<file path="src/rtl/tile_probe_sequencer.sv">
// tile_probe_sequencer: sweeps 8 tile probes around a box and publishes registered collision flags
module tile_probe_sequencer #(
  parameter int TILE_SHIFT = 4,
  parameter int MAP_W = 40,
  parameter int MAP_H = 30,
  parameter int ROM_LAT = 2,
  parameter logic [5:0] EMPTY_COLOR = 6'd0
) (
  input  logic       clk,
  input  logic       reset,
  input  logic       start,
  input  logic [9:0] char_x,
  input  logic [9:0] char_y,
  input  logic [9:0] char_width,
  input  logic [9:0] char_height,
  output logic [6:0] tile_x,
  output logic [6:0] tile_y,
  input  logic [5:0] tile_data,
  output logic       busy,
  output logic       done,
  output logic       collision_left,
  output logic       collision_right,
  output logic       collision_top,
  output logic       collision_bottom,
  output logic       is_grounded
);
  typedef enum logic [1:0] {IDLE, ISSUE, DRAIN, DONE} state_t;
  state_t state_q, state_d;
  logic [2:0] cnt_q, cnt_d;
  logic [9:0] bx_q, bx_d, by_q, by_d, bw_q, bw_d, bh_q, bh_d;
  logic [3:0] work_q, work_d, flags_q, flags_d;
  logic [6:0] tx_q, ty_q;
  logic [ROM_LAT-1:0] pv_q, pv_d, po_q, po_d;
  logic [ROM_LAT-1:0][2:0] pi_q, pi_d;
  logic signed [10:0] x, y, w, h, px, py;
  logic [10:0] sx, sy;
  logic [2:0] hidx;
  logic issue, accept, last, oob, hit;
  always_comb begin
    x = signed'({1'b0, bx_q});
    y = signed'({1'b0, by_q});
    w = signed'({1'b0, bw_q});
    h = signed'({1'b0, bh_q});
    px = cnt_q[2:1] == 2'd0 ? x - 11'sd1 : cnt_q[2:1] == 2'd1 ? x + w : cnt_q[0] ? x + w - 11'sd1 : x;
    py = cnt_q[2] ? (cnt_q[1] ? y + h : y - 11'sd1) : (cnt_q[0] ? y + h - 11'sd1 : y);
    sx = $unsigned(px) >> TILE_SHIFT;
    sy = $unsigned(py) >> TILE_SHIFT;
    oob = px[10] | py[10] | (sx >= 11'(MAP_W)) | (sy >= 11'(MAP_H));
    issue = state_q == ISSUE;
    accept = state_q == IDLE && start;
    last = cnt_q == 3'(ROM_LAT - 1);
    tile_x = issue ? (px[10] ? 7'd0 : sx[6:0]) : tx_q;
    tile_y = issue ? (py[10] ? 7'd0 : sy[6:0]) : ty_q;
    hidx = pi_q[ROM_LAT-1];
    hit = pv_q[ROM_LAT-1] & (po_q[ROM_LAT-1] | (tile_data != EMPTY_COLOR));
    work_d = accept ? 4'd0 : work_q | (hit ? 4'(4'b1000 >> hidx[2:1]) : 4'd0);
    flags_d = state_q == DRAIN && last ? work_d : flags_q;
    state_d = state_q == IDLE ? (start ? ISSUE : IDLE) :
              state_q == ISSUE ? (cnt_q == 3'd7 ? DRAIN : ISSUE) :
              state_q == DRAIN ? (last ? DONE : DRAIN) : IDLE;
    cnt_d = issue || (state_q == DRAIN && !last) ? cnt_q + 3'd1 : 3'd0;
    bx_d = accept ? char_x : bx_q;
    by_d = accept ? char_y : by_q;
    bw_d = accept ? char_width : bw_q;
    bh_d = accept ? char_height : bh_q;
    pv_d = pv_q;
    po_d = po_q;
    pi_d = pi_q;
    pv_d[0] = issue;
    po_d[0] = oob;
    pi_d[0] = cnt_q;
    for (int i = 1; i < ROM_LAT; i++) begin
      pv_d[i] = pv_q[i-1];
      po_d[i] = po_q[i-1];
      pi_d[i] = pi_q[i-1];
    end
  end
  always_ff @(posedge clk) begin
    if (reset) begin
      state_q <= IDLE;
      cnt_q <= '0;
      {bx_q, by_q, bw_q, bh_q} <= '0;
      work_q <= '0;
      flags_q <= '0;
      tx_q <= '0;
      ty_q <= '0;
      pv_q <= '0;
      po_q <= '0;
      pi_q <= '0;
    end else begin
      state_q <= state_d;
      cnt_q <= cnt_d;
      {bx_q, by_q, bw_q, bh_q} <= {bx_d, by_d, bw_d, bh_d};
      work_q <= work_d;
      flags_q <= flags_d;
      tx_q <= tile_x;
      ty_q <= tile_y;
      pv_q <= pv_d;
      po_q <= po_d;
      pi_q <= pi_d;
    end
  end
  assign busy = state_q != IDLE;
  assign done = state_q == DONE;
  assign {collision_left, collision_right, collision_top, collision_bottom} = flags_q;
  assign is_grounded = flags_q[0];
endmodule

</file>
<file path="config.mk">
export PLATFORM = sky130hd
export DESIGN_NAME = tile_probe_sequencer
export DESIGN_NICKNAME = d
export VERILOG_FILES = /design/src/rtl/tile_probe_sequencer.sv
export SDC_FILE = /design/constraint.sdc
export NUM_CORES = 1
export LEC_CHECK = 0
export CAP_MARGIN = 20
export CORE_MARGIN = 2
export CORE_UTILIZATION = 34
export CTS_CLUSTER_DIAMETER = 150
export CTS_CLUSTER_SIZE = 16
export DETAILED_ROUTE_END_ITERATION = 8
export PLACE_DENSITY = 0.6
export SYNTH_ARGS = -nofsm -noshare
export SYNTH_HDL_FRONTEND = slang
export SYNTH_SLANG_ARGS = --single-unit
</file>
<file path="constraint.sdc">
create_clock -name clk -period 9.2 [get_ports clk]
set_input_delay 1.38 -clock clk [delete_from_list [all_inputs] [get_ports clk]]
set_output_delay 1.38 -clock clk [all_outputs]
set_load 0.02 [all_outputs]
</file>
==> metrics.md, run 1 <==
| Metric | Value |
|---|---|
| Leading area contributor after synthesis | sky130_fd_sc_hd__dfxtp_1 |
| Total vias in the final route | 4246 |
| Count of port buffers added during placement | 69 |
| Synth unique cells | 65 |
| Final setup violation count | 0 |
| DRC violations left | 0 |
| Count of max-cap constraint violations | 0 |
| Count of H-tree levels built during CTS | 3 |
| Clock sinks | 75 |
| TritonRoute pass-1 iters | 4 |
| Finished layout cell area | around 5600 sq um |
| Vias per cell | 5.21 |
| Final-layout setup total negative slack | 0 ns |
| Cells after DPL | 799 |
| Maximum count of clock buffers along a single path | 2 |
| Final Critical Period | ~5.8 ns |
| CP startpoint kind | register |
| Main area contributors after synthesis | sky130_fd_sc_hd__dfxtp_1, sky130_fd_sc_hd__nand2_1, sky130_fd_sc_hd__a21oi_1 |
| Initial Util | between 30% and 40% |
| Maximum operating frequency | 173 MHz |
| Number of enable-type register cells in the synthesized netlist | 0 |
| Post-detailed-route count of antenna-violating nets | 0 |
| Post-synthesis net count | 658 |
| Number of violations reported at the end of detailed-routing iteration 0 | roughly 220 |
| Wire length reported by the detailed router | 11400 um |
| Critical hold path startpoint | pv_q[0]$_SDFF_PP0_ |
| Endpoint type of the worst setup path | output pin |
| Last weighted congestion value of the routability-driven placer | 0.880 |
| Maximum vdd ir drop | between 90 and 100 uV |
| Number of warnings issued by yosys | 0 |
| CTS Buf Count | 9 |
| All-layer global routing usage | 16.4% |
| Post-CTS setup buffer count | 0 |
| Required time reported for the critical path endpoint | 7.82 ns |
| Buffer type at the clock tree root | sky130_fd_sc_hd__clkbuf_16 |
| Residual overflow from global routing | 0 |
| Slew Limit Fails | 0 |
| Fraction of synthesized cell area taken by the top area cell type | 33.6% |
| Unrepaired setup endpoints after global routing | false |
| Most common flop cell mapped by yosys | sky130_fd_sc_hd__dfxtp_1 |
| Via count of the first global-routing pass | between 3000 and 4000 |
| Area growth, synth to finish | 24.8% |
| Wire length of the first global-routing pass | 19000 um |
| Count of non-filler cells in the finished layout | 815 |
| Period utilization | 63.0% |
| Final HPWL DP | 8290 um |
| Reg clk slew, reported paths | 0.06 ns |
| Number of instances in the synthesized netlist | 584 |
| Maximum number of pins on one net before global-route repair | 75 |
| Average detailed-routed wire length per instance | ~14 um |
| Worst slack on hold paths | 0.436 ns |
| Cell area after synthesis | 4470 sq um |
| Worst EP arrival | 4.42 ns |
| Power density over the cells | 170 nW/um^2 |
| Worst-path maximum fanout | 7 |
| #FFs+latches synth | 75 |
| Number of antenna violations at the first check in global routing | 0 |
| I/O pin count | 70 |
| Post-Place Cell Area | about 5300 sq um |
| Width of the die | 119 um |
| TritonCTS clock tree | built |
| Worst Max-Slew Pin Slew | 0.904 ns |
| Clk_lat worst skew | 0.34 ns |
| Synth async-reset ratio | 0% |
| Synthesized area divided by synthesized cell count | about 7.7 sq um |
| Proportion of synthesized chip area in sequential cells | approximately 34% |
| Setup Crit Path Kind | reg -> out |
| Core ar. | between 10000 and 15000 sq um |
| Leakage dissipation | 2.21 nW |
| Crit path from | bx_q[0]$_SDFFE_PP0P_ |
| Share of layout cells above drive strength 1 | 6.38% |
| Post-cts gate resize count | 0 |
| Final setup skew | 0.00915 ns |
| Area of the die | ~14000 sq um |
| Hold-fix buffers at CTS | 0 |
| Register-to-register setup slack | roughly 5.6 ns |
| Design Power | 945 uW |
| Ant diodes | 0 |
| Reg-to-reg startpoint | by_q[4]$_SDFFE_PP0P_ |
| Std-Cell Rows | 41 |
| Hold crit path type | reg -> reg |
| Hold Violations, Final | 0 |
| Run status | finished, final reports clean |
| Max-slew headroom at the worst pin | between 30% and 40% |
| Chip height | between 100 and 150 um |
| Final Net Count | approximately 700 |
==> Yosys cell counts (3+ instances only) <==
cell / n
sky130_fd_sc_hd__or2_2: 4
sky130_fd_sc_hd__o22a_1: 3
sky130_fd_sc_hd__buf_1: 3
sky130_fd_sc_hd__clkbuf_1: 24
sky130_fd_sc_hd__or4_4: 3
sky130_fd_sc_hd__ha_1: 23
sky130_fd_sc_hd__o21ai_0: 23
sky130_fd_sc_hd__dfxtp_1: 75
sky130_fd_sc_hd__a211oi_1: 7
sky130_fd_sc_hd__and3_1: 5
sky130_fd_sc_hd__a21o_1: 6
sky130_fd_sc_hd__nor3_1: 15
sky130_fd_sc_hd__a21oi_1: 74
sky130_fd_sc_hd__nand3_1: 9
sky130_fd_sc_hd__nor2b_1: 15
sky130_fd_sc_hd__o211ai_1: 6
sky130_fd_sc_hd__nor2_1: 43
sky130_fd_sc_hd__o31ai_1: 8
sky130_fd_sc_hd__nand2b_1: 6
sky130_fd_sc_hd__o2111ai_1: 4
sky130_fd_sc_hd__inv_1: 12
sky130_fd_sc_hd__xnor2_1: 9
sky130_fd_sc_hd__nand2_1: 121
sky130_fd_sc_hd__nand3b_1: 3
sky130_fd_sc_hd__and2_1: 5
sky130_fd_sc_hd__or4_1: 3
sky130_fd_sc_hd__o22ai_1: 3
sky130_fd_sc_hd__a31oi_1: 8
sky130_fd_sc_hd__mux2i_1: 4
sky130_fd_sc_hd__xor2_1: 10
sky130_fd_sc_hd__or3_1: 4
sky130_fd_sc_hd__o21a_1: 3
==> flip-flops by register name, indices dropped and copies added (netlist names), 3 cells and up <==
signal   count
bx_q        10
cnt_q        3
tx_q         7
by_q        10
bw_q        10
flags_q      4
ty_q         7
bh_q        10
work_q       4
==> metal layers <==
metal / vias to the layer above / track usage [%] / wire (um)
met1: 1951 / 22.8 / 5840
met5: - / 0 / 0
li1: 2180 / - / -
met3: 9 / 4.20 / 562
met2: 106 / 25.5 / 4840
met4: 0 / 3.57 / 114
==> kinds of logic after synthesis <==
| group | count (synthesis) | share of synthesized area [%] |
|---|---|---|
| AND/OR/NAND/NOR | 251 | 26.6 |
| flip-flops | 75 | 33.6 |
| multiplexers | 4 | 0.896 |
| buffers and inverters | 42 | 3.78 |
| adder cells (fa/ha/maj) | 25 | 7.34 |
| AO/OA/AOI/OAI | 168 | 24.1 |
| XOR/XNOR | 19 | 3.72 |
==> worst max-delay path, cell delays in order, from the launching register on <==
cell and delay [ns]:
sky130_fd_sc_hd__dfxtp_1 0.32, sky130_fd_sc_hd__ha_1 0.23, sky130_fd_sc_hd__fa_1 0.41, sky130_fd_sc_hd__a211oi_1 0.46
sky130_fd_sc_hd__nor4b_1 0.11, sky130_fd_sc_hd__or3b_2 0.51, sky130_fd_sc_hd__nand4bb_1 0.30, sky130_fd_sc_hd__nor3_1 0.28
sky130_fd_sc_hd__xnor2_1 0.15, sky130_fd_sc_hd__o22a_1 0.28, sky130_fd_sc_hd__o21ai_0 0.19, sky130_fd_sc_hd__o21ai_0 0.18
sky130_fd_sc_hd__clkdlybuf4s50_1 0.64
==> placed cells by master, fill, tap and decap left out, types with 3 or more instances in the layout <==
| master | count |
|---|---|
| sky130_fd_sc_hd__nand2_1 | 121 |
| sky130_fd_sc_hd__dfxtp_1 | 75 |
| sky130_fd_sc_hd__a21oi_1 | 74 |
| sky130_fd_sc_hd__clkdlybuf4s50_1 | 68 |
| sky130_fd_sc_hd__nor2_1 | 43 |
| sky130_fd_sc_hd__o21ai_0 | 23 |
| sky130_fd_sc_hd__ha_1 | 23 |
| sky130_fd_sc_hd__nor2b_1 | 15 |
| sky130_fd_sc_hd__nor3_1 | 15 |
| sky130_fd_sc_hd__inv_1 | 12 |
| sky130_fd_sc_hd__xor2_1 | 10 |
| sky130_fd_sc_hd__nand3_1 | 9 |
| sky130_fd_sc_hd__xnor2_1 | 9 |
| sky130_fd_sc_hd__clkbuf_16 | 9 |
| sky130_fd_sc_hd__a31oi_1 | 8 |
| sky130_fd_sc_hd__o31ai_1 | 8 |
| sky130_fd_sc_hd__a211oi_1 | 7 |
| sky130_fd_sc_hd__nand2b_1 | 6 |
| sky130_fd_sc_hd__a21o_1 | 6 |
| sky130_fd_sc_hd__o211ai_1 | 6 |
| sky130_fd_sc_hd__and3_1 | 5 |
| sky130_fd_sc_hd__and2_1 | 5 |
| sky130_fd_sc_hd__mux2i_1 | 4 |
| sky130_fd_sc_hd__or2_2 | 4 |
| sky130_fd_sc_hd__or3_1 | 4 |
| sky130_fd_sc_hd__o2111ai_1 | 4 |
| sky130_fd_sc_hd__o21a_1 | 3 |
| sky130_fd_sc_hd__nand3b_1 | 3 |
| sky130_fd_sc_hd__or4_4 | 3 |
| sky130_fd_sc_hd__or4_1 | 3 |
| sky130_fd_sc_hd__o22ai_1 | 3 |
| sky130_fd_sc_hd__o22a_1 | 3 |
| sky130_fd_sc_hd__buf_4 | 3 |
==> path summary, 6_finish.rpt <==
| path | end | cells after the start |
|---|---|---|
| hold / removal | pv_q[1]$_SDFF_PP0_ | 1 |
| setup / recovery | tile_x[2] | 12 |
| hold reg to reg | pv_q[1]$_SDFF_PP0_ | 1 |
| setup reg to reg | po_q[0]$_SDFF_PP0_ | 10 |
==> metrics by stage <==
stage          util [%]  setup slack (ns)
2_1_floorplan         -              4.43
3_3_place_gp       41.4              3.89
3_5_place_dp       41.4              3.81
4_1_cts            43.8              3.43
5_1_grt            43.8              3.08
6_report           43.8              3.40
==> report_power, final <==
| part | switching [mW] | leakage, nW | internal (mW) | total [mW] |
|---|---|---|---|---|
| clock | 0.144 | 0.148 | 0.217 | 0.361 |
| sequential | 0.0149 | 0.612 | 0.342 | 0.357 |
| combinational | 0.123 | 1.45 | 0.103 | 0.226 |
==> final cells by class <==
type	instances	area, sq um
Multi-Input combinational cell	467	2800
Fill cell	1367	7150
Inverter	13	48.8
Timing Repair Buffer	72	708
Clock inverter	6	65.1
Tap cell	172	215
Clock buffer	10	239
Sequential cell	75	1500
Power figures use the tool's default switching activity.
==> run 2, diff against run 1 <==
--- a/config.mk
+++ b/config.mk
@@ -11,7 +11,7 @@
 export CTS_CLUSTER_DIAMETER = 150
 export CTS_CLUSTER_SIZE = 16
 export DETAILED_ROUTE_END_ITERATION = 8
-export PLACE_DENSITY = 0.6
+export PLACE_DENSITY = 0.62
 export SYNTH_ARGS = -nofsm -noshare
 export SYNTH_HDL_FRONTEND = slang
 export SYNTH_SLANG_ARGS = --single-unit
==> constraint.sdc (replaced) <==
create_clock -name clk -period 4.8 [get_ports clk]
set_input_delay 0.72 -clock clk [delete_from_list [all_inputs] [get_ports clk]]
set_output_delay 0.72 -clock clk [all_outputs]
set_load 0.02 [all_outputs]
==> run 2 against run 1 <==
Compared with the run above:
- core utilization increased by 0.31 points
- clock skew rose by 0.0016 ns
- global-route usage rose by 0.18 points
- sequential power is 92% higher
- register-to-register slack got worse by 4.4 ns
- cell count is the same
- clock power rose by 81%
- flip-flop and latch count stayed put
- final area rose by 0.72%
- combinational power rose by 93%
- largest power group is now sequential cells
==> metrics.md, run 2 (synthesis gave the netlist of run 1 again) <==
| Metric | Value |
|---|---|
| Run status | finished, final reports clean |
| Layout filler cell count | 1337 |
| R2r endpoint | po_q[0]$_SDFF_PP0_ |
| Number of antenna violations at the first check in global routing | 0 |
| Last weighted congestion value of the routability-driven placer | between 0.9 and 1 |
| Initial Util | 35.1% |
| Final setup violation count | 0 |
| Hold crit path type | reg -> reg |
| Maximum number of pins on one net before global-route repair | 46 |
| Count of non-filler cells in the finished layout | 815 |
| CP startpoint kind | register |
| Final HPWL DP | 8400 um |
| Unrepaired setup endpoints after global routing | false |
| Cells after DPL | between 700 and 800 |
| Highest metal layer used by the detailed router | met4 |
| Area of the die | approximately 14000 sq um |
| Maximum count of clock buffers along a single path | 2 |
| Share of layout cells above drive strength 1 | approximately 7.3% |
| Sequential Area | 1500 sq um |
| Final-layout setup total negative slack | 0 ns |
| Maximum vdd ir drop | about 150 uV |
| Worst Max-Slew Pin Slew | 0.890 ns |
| Multi-input gate area in the final layout | 2820 sq um |
| Worst slack at placement | between 0.07 and 0.08 ns |
| Chip height | 119 um |
| Count of cells along the worst register-to-register path | 11 |
| TritonCTS clock tree | built |
| Average detailed-routed wire length per instance | between 10 and 15 um |
| Final Net Count | roughly 710 |
| Worst-path maximum fanout | 7 |
| Reg-to-reg startpoint | by_q[4]$_SDFFE_PP0P_ |
| Post-detailed-route count of antenna-violating nets | 0 |
| Area growth, synth to finish | 25.7% |
| TritonRoute pass-1 iters | 4 |
| All-layer global routing usage | 16.5% |
| Wire length of the first global-routing pass | 19200 um |
| Worst EP arrival | 3.73 ns |
| I/O pin count | 70 |
| Core occupancy in the finished layout | 44.1% |
| Period utilization | 92.7% |
| Buffer type at the clock tree root | sky130_fd_sc_hd__clkbuf_16 |
| Wire length reported by the detailed router | 11500 um |
| Hold-fix buffers at CTS | 0 |
| Count of port buffers added during placement | 69 |
| Via count of the first global-routing pass | 4002 |
| Width of the die | 119 um |
| Slack of the critical path | around 0.35 ns |
| Max-slew headroom at the worst pin | 40.6% |
| Critical hold path startpoint | pi_d[4]$_SDFF_PP0_ |
| Post-Place Cell Area | 5270 sq um |
| Clock sinks | 75 |
| Most used cells in the layout excluding fill and tap cells | sky130_fd_sc_hd__nand2_1, sky130_fd_sc_hd__dfxtp_1, sky130_fd_sc_hd__a21oi_1 |
| Setup Crit Path Kind | reg -> out |
| Final Critical Period | 4.45 ns |
| Required time reported for the critical path endpoint | 4.08 ns |
| Hold Violations, Final | 0 |
| Residual overflow from global routing | 0 |
| DRC violations left | 0 |
| Worst Hold Depth | 1 |
| Count of H-tree levels built during CTS | 3 |
| Count of max-cap constraint violations | 0 |
| Slew Limit Fails | 0 |
| Endpoint type of the worst setup path | output pin |
| Std-Cell Rows | 41 |
| WL met1 | around 5900 um |
| Met3 routed wirelength | 640 um |
| Number of violations reported at the end of detailed-routing iteration 0 | 320 |
| Worst slack on hold paths | around 0.43 ns |
| Design Power | 1.77 mW |
| Core ar. | around 13000 sq um |
| Maximum operating frequency | about 220 MHz |
| Reg clk slew, reported paths | 0.06 ns |
| CTS Buf Count | 9 |
| Most frequent standard cell in the layout excluding fill and tap cells | sky130_fd_sc_hd__nand2_1 |
| Leakage dissipation | 2.40 nW |
| Finished layout cell area | 5620 sq um |
| Clk_lat worst skew | 0.33 ns |
| Final setup skew | 0.0107 ns |
| End of the worst hold path | hidx[1]$_SDFF_PP0_ |
| Ant diodes | 0 |
| Register-to-register setup slack | 1.21 ns |
| DR WL met2 | 4740 um |
| Vias per cell | between 5 and 6 |
| Total vias in the final route | between 4000 and 5000 |
| Power density over the cells | 316 nW/um^2 |
==> run 2: critical path: stages, from the launching register on <==
cell	delay (ns)
sky130_fd_sc_hd__dfxtp_1	0.32
sky130_fd_sc_hd__ha_1	0.23
sky130_fd_sc_hd__fa_1	0.43
sky130_fd_sc_hd__a211oi_2	0.26
sky130_fd_sc_hd__nor4b_1	0.09
sky130_fd_sc_hd__or3b_2	0.51
sky130_fd_sc_hd__nand4bb_2	0.32
sky130_fd_sc_hd__nor3_2	0.21
sky130_fd_sc_hd__xnor2_1	0.14
sky130_fd_sc_hd__o22a_2	0.22
sky130_fd_sc_hd__o21ai_0	0.15
sky130_fd_sc_hd__o21ai_0	0.17
sky130_fd_sc_hd__dlygate4sd2_1	0.36
==> run 2: report_power, final <==
group          total (mW)  leakage (nW)  internal, mW  switching (mW)
sequential          0.685         0.613         0.656          0.0287
clock               0.653         0.137         0.395           0.258
combinational       0.436          1.65         0.200           0.237
==> run 2: how the worst max path moves through the flow <==
stage | start | endpoint | slack (ns) | cells after the start
global route | bx_q[0]$_SDFFE_PP0P_ | tile_x[2] | 0.07 | 12
finish | bx_q[0]$_SDFFE_PP0P_ | tile_x[2] | 0.35 | 12
global placement | bx_q[0]$_SDFFE_PP0P_ | tile_x[2] | 0.13 | 12
detailed placement | bx_q[0]$_SDFFE_PP0P_ | tile_x[2] | 0.07 | 12
floorplan | bx_q[0]$_SDFFE_PP0P_ | tile_x[2] | 0.69 | 11
CTS | by_q[4]$_SDFFE_PP0P_ | tile_y[4] | 0.003 | 11
==> run 2: what timing repair did <==
action	CTS	global route
gates resized for setup	4	14
setup endpoints to repair	12	12
buffers inserted	2	0
gates cloned	0	0
pin swaps	2	1
==> run 2: cell type report <==
class,instances,area share [%]
flip-flops and latches,75,26.8
clock inverters,5,1.00
repair buffers,74,13.3
well taps,172,3.83
multi-input cells,467,50.2
inverters,13,0.869
clock buffers,9,4.01
==> run 2: metal layers <==
layer | vias to the layer above | global-route usage [%]
li1 | 2185 | -
met1 | 1901 | 23.4
met2 | 140 | 24.4
met3 | 16 | 2.99
met4 | 0 | 7.29
met5 | - | 0
==> RTL edit, RTL diff (config.mk and constraints of run 2) <==
`ROM_LAT`: 2 -> 1.
--- a/src/rtl/tile_probe_sequencer.sv
+++ b/src/rtl/tile_probe_sequencer.sv
@@ -3,7 +3,7 @@
   parameter int TILE_SHIFT = 4,
   parameter int MAP_W = 40,
   parameter int MAP_H = 30,
-  parameter int ROM_LAT = 2,
+  parameter int ROM_LAT = 1,
   parameter logic [5:0] EMPTY_COLOR = 6'd0
 ) (
   input  logic       clk,
Function: no difference found for any inputs over 10 cycles, from zero or initial values and one cycle with reset high; that may be too few to reach the edited logic, so the function may still have changed.
==> RTL edit against run 2 <==
- via count decreased by 1.8%
- critical endpoint is now tile_x[0]
- first-iteration DRC count decreased by 18%
- setup slack got worse by 0.12 ns
- routed wire length decreased by 1.0%
- sequential cell count decreased by 4
- sequential share of layout area decreased by 1.0 points
- design area decreased by 1.6%
- count of clock-buffer cells in the layout increased by 1
- synthesized area decreased by 3.2%
- power increased by 0.18%
==> RTL edit: results (changes against run 2) <==
| Metric | Value |
|---|---|
| Synth unique cells | `66 (+1.5%)` |
| Largest net degree at the start of global routing | `53 (+15%)` |
| Setup WS pre-CTS | `0.06649 ns (-0.008134 ns)` |
| Routed wl met2 | `5.012 mm (+5.7%)` |
| Drt via density | `5.164 (-0.79%)` |
| Layout cells sized above 1 | `7.559% (+0.25 points)` |
| Reg2Reg Capture Point | `po_q` |
| Total track usage | `17.09% (+0.55 points)` |
| Met3 WL | `625 um (-2.3%)` |
| Hpwl dp | `8.238 mm (-2.0%)` |
| Pre-antenna DRT Iters | `5 (+1)` |
| Post-layout net count | `704 (-1.4%)` |
| FF-to-FF setup slack | `1.26 ns (+0.05 ns)` |
| Num CTS Buffers | `9 (unchanged)` |
| CTS clk-pin slew, worst paths | `0.06 ns (about the same)` |
| CP max stage delay | `0.52 ns` |
| Worst Skew | `0.006520 ns (-0.004206 ns)` |
| Commonest cells post-synth | `108 x nand2_1, 72 x a21oi_1, 71 x dfxtp_1, 52 x nor2_1, 27 x clkbuf_1` |
| First-pass GRT wire length | `18.44 mm (-3.9%)` |
| Crit path DAT | `3.85 ns (+0.12 ns)` |
| Status | `finished, final reports clean` |
| Reg2Reg Depth | `12 (+1)` |
| Sequential area share after synthesis | `32.87% (-0.73 points)` |
| Placed Cells incl. Taps | `789 (-1.3%)` |
| Slew HR | `31.77% (-8.9 points)` |
| Slowest stage cell, crit path | `or4_4` |
| WL/cell | `14.06 um (about the same)` |
| Syn Nets | `645 (-2.0%)` |
| Fill count | `1,296 (-3.1%)` |
| Crit path capture | `tile_x[0]` |
| GPL Wtd Cong | `0.8820 (-5.2%)` |
| Leakage | `2.294 nW (-4.3%)` |
| Cell count after synthesis | `571 (-2.2%)` |
| Met1 wire length | `5.572 mm (-4.8%)` |
| FMAX | `218.8 MHz (-2.7%)` |
==> RTL edit: kinds of logic after synthesis <==
family          Yosys count  synth area share (%)
xor+xnor                 18                 3.646
fa+ha+maj                25                 7.581
flops                    71                 32.87
buf+inv                  44                 3.906
simple gates            252                 27.52
mux                       2                0.4630
compound gates          159                 24.02
==> RTL edit: metal layers <==
metal,GRT usage (%),up-vias
li1,-,2140
met1,23.74,1891
met2,26.71,124
met3,2.781,12
met4,6.510,0
met5,0,-
==> RTL edit: tightest hold or removal path: stages, from the launching register on <==
cell and delay, ns:
dfxtp_1 0.31, nand2_1 0.05, a21oi_1 0.05
==> RTL edit: how the worst min path moves through the flow <==
stage / from / to / slack (ns) / depth (start not counted)
4_1_cts: bw_q[0] / bw_q[0] / 0.46 / 2
2_1_floorplan: tx_q[5] / tx_q[5] / 0.44 / 2
5_1_grt: bw_q[7] / bw_q[7] / 0.48 / 2
6_report: bw_q[0] / bw_q[0] / 0.46 / 2
3_3_place_gp: bh_q[4] / bh_q[4] / 0.45 / 2
3_5_place_dp: bw_q[0] / bw_q[0] / 0.45 / 2
==> RTL edit: area by class of cell <==
cell class / instances / area, sq um / area share [%]
Tap cell: 172 / 215.2 / 3.894
Timing Repair Buffer: 78 / 760.7 / 13.77
Clock inverter: 6 / 67.56 / 1.223
Multi-Input combinational cell: 456 / 2770 / 50.12
Sequential cell: 71 / 1421 / 25.72
Clock buffer: 10 / 239.0 / 4.324
Inverter: 14 / 52.55 / 0.9509
==> RTL edit: timing repair <==
action | CTS | global route
hold buffers | 0 | 0
hold endpoints to repair | 0 | 0
resized for setup | 7 | 12
pin swaps | 2 | 0
setup buffers | 2 | 0
setup endpoints to repair | 12 | 9
==> RTL edit: report_power, final <==
group	switching [mW]	internal, mW
Sequential	0.0292	0.622
Combinational	0.237	0.200
Clock	0.270	0.419
Total	0.537	1.24
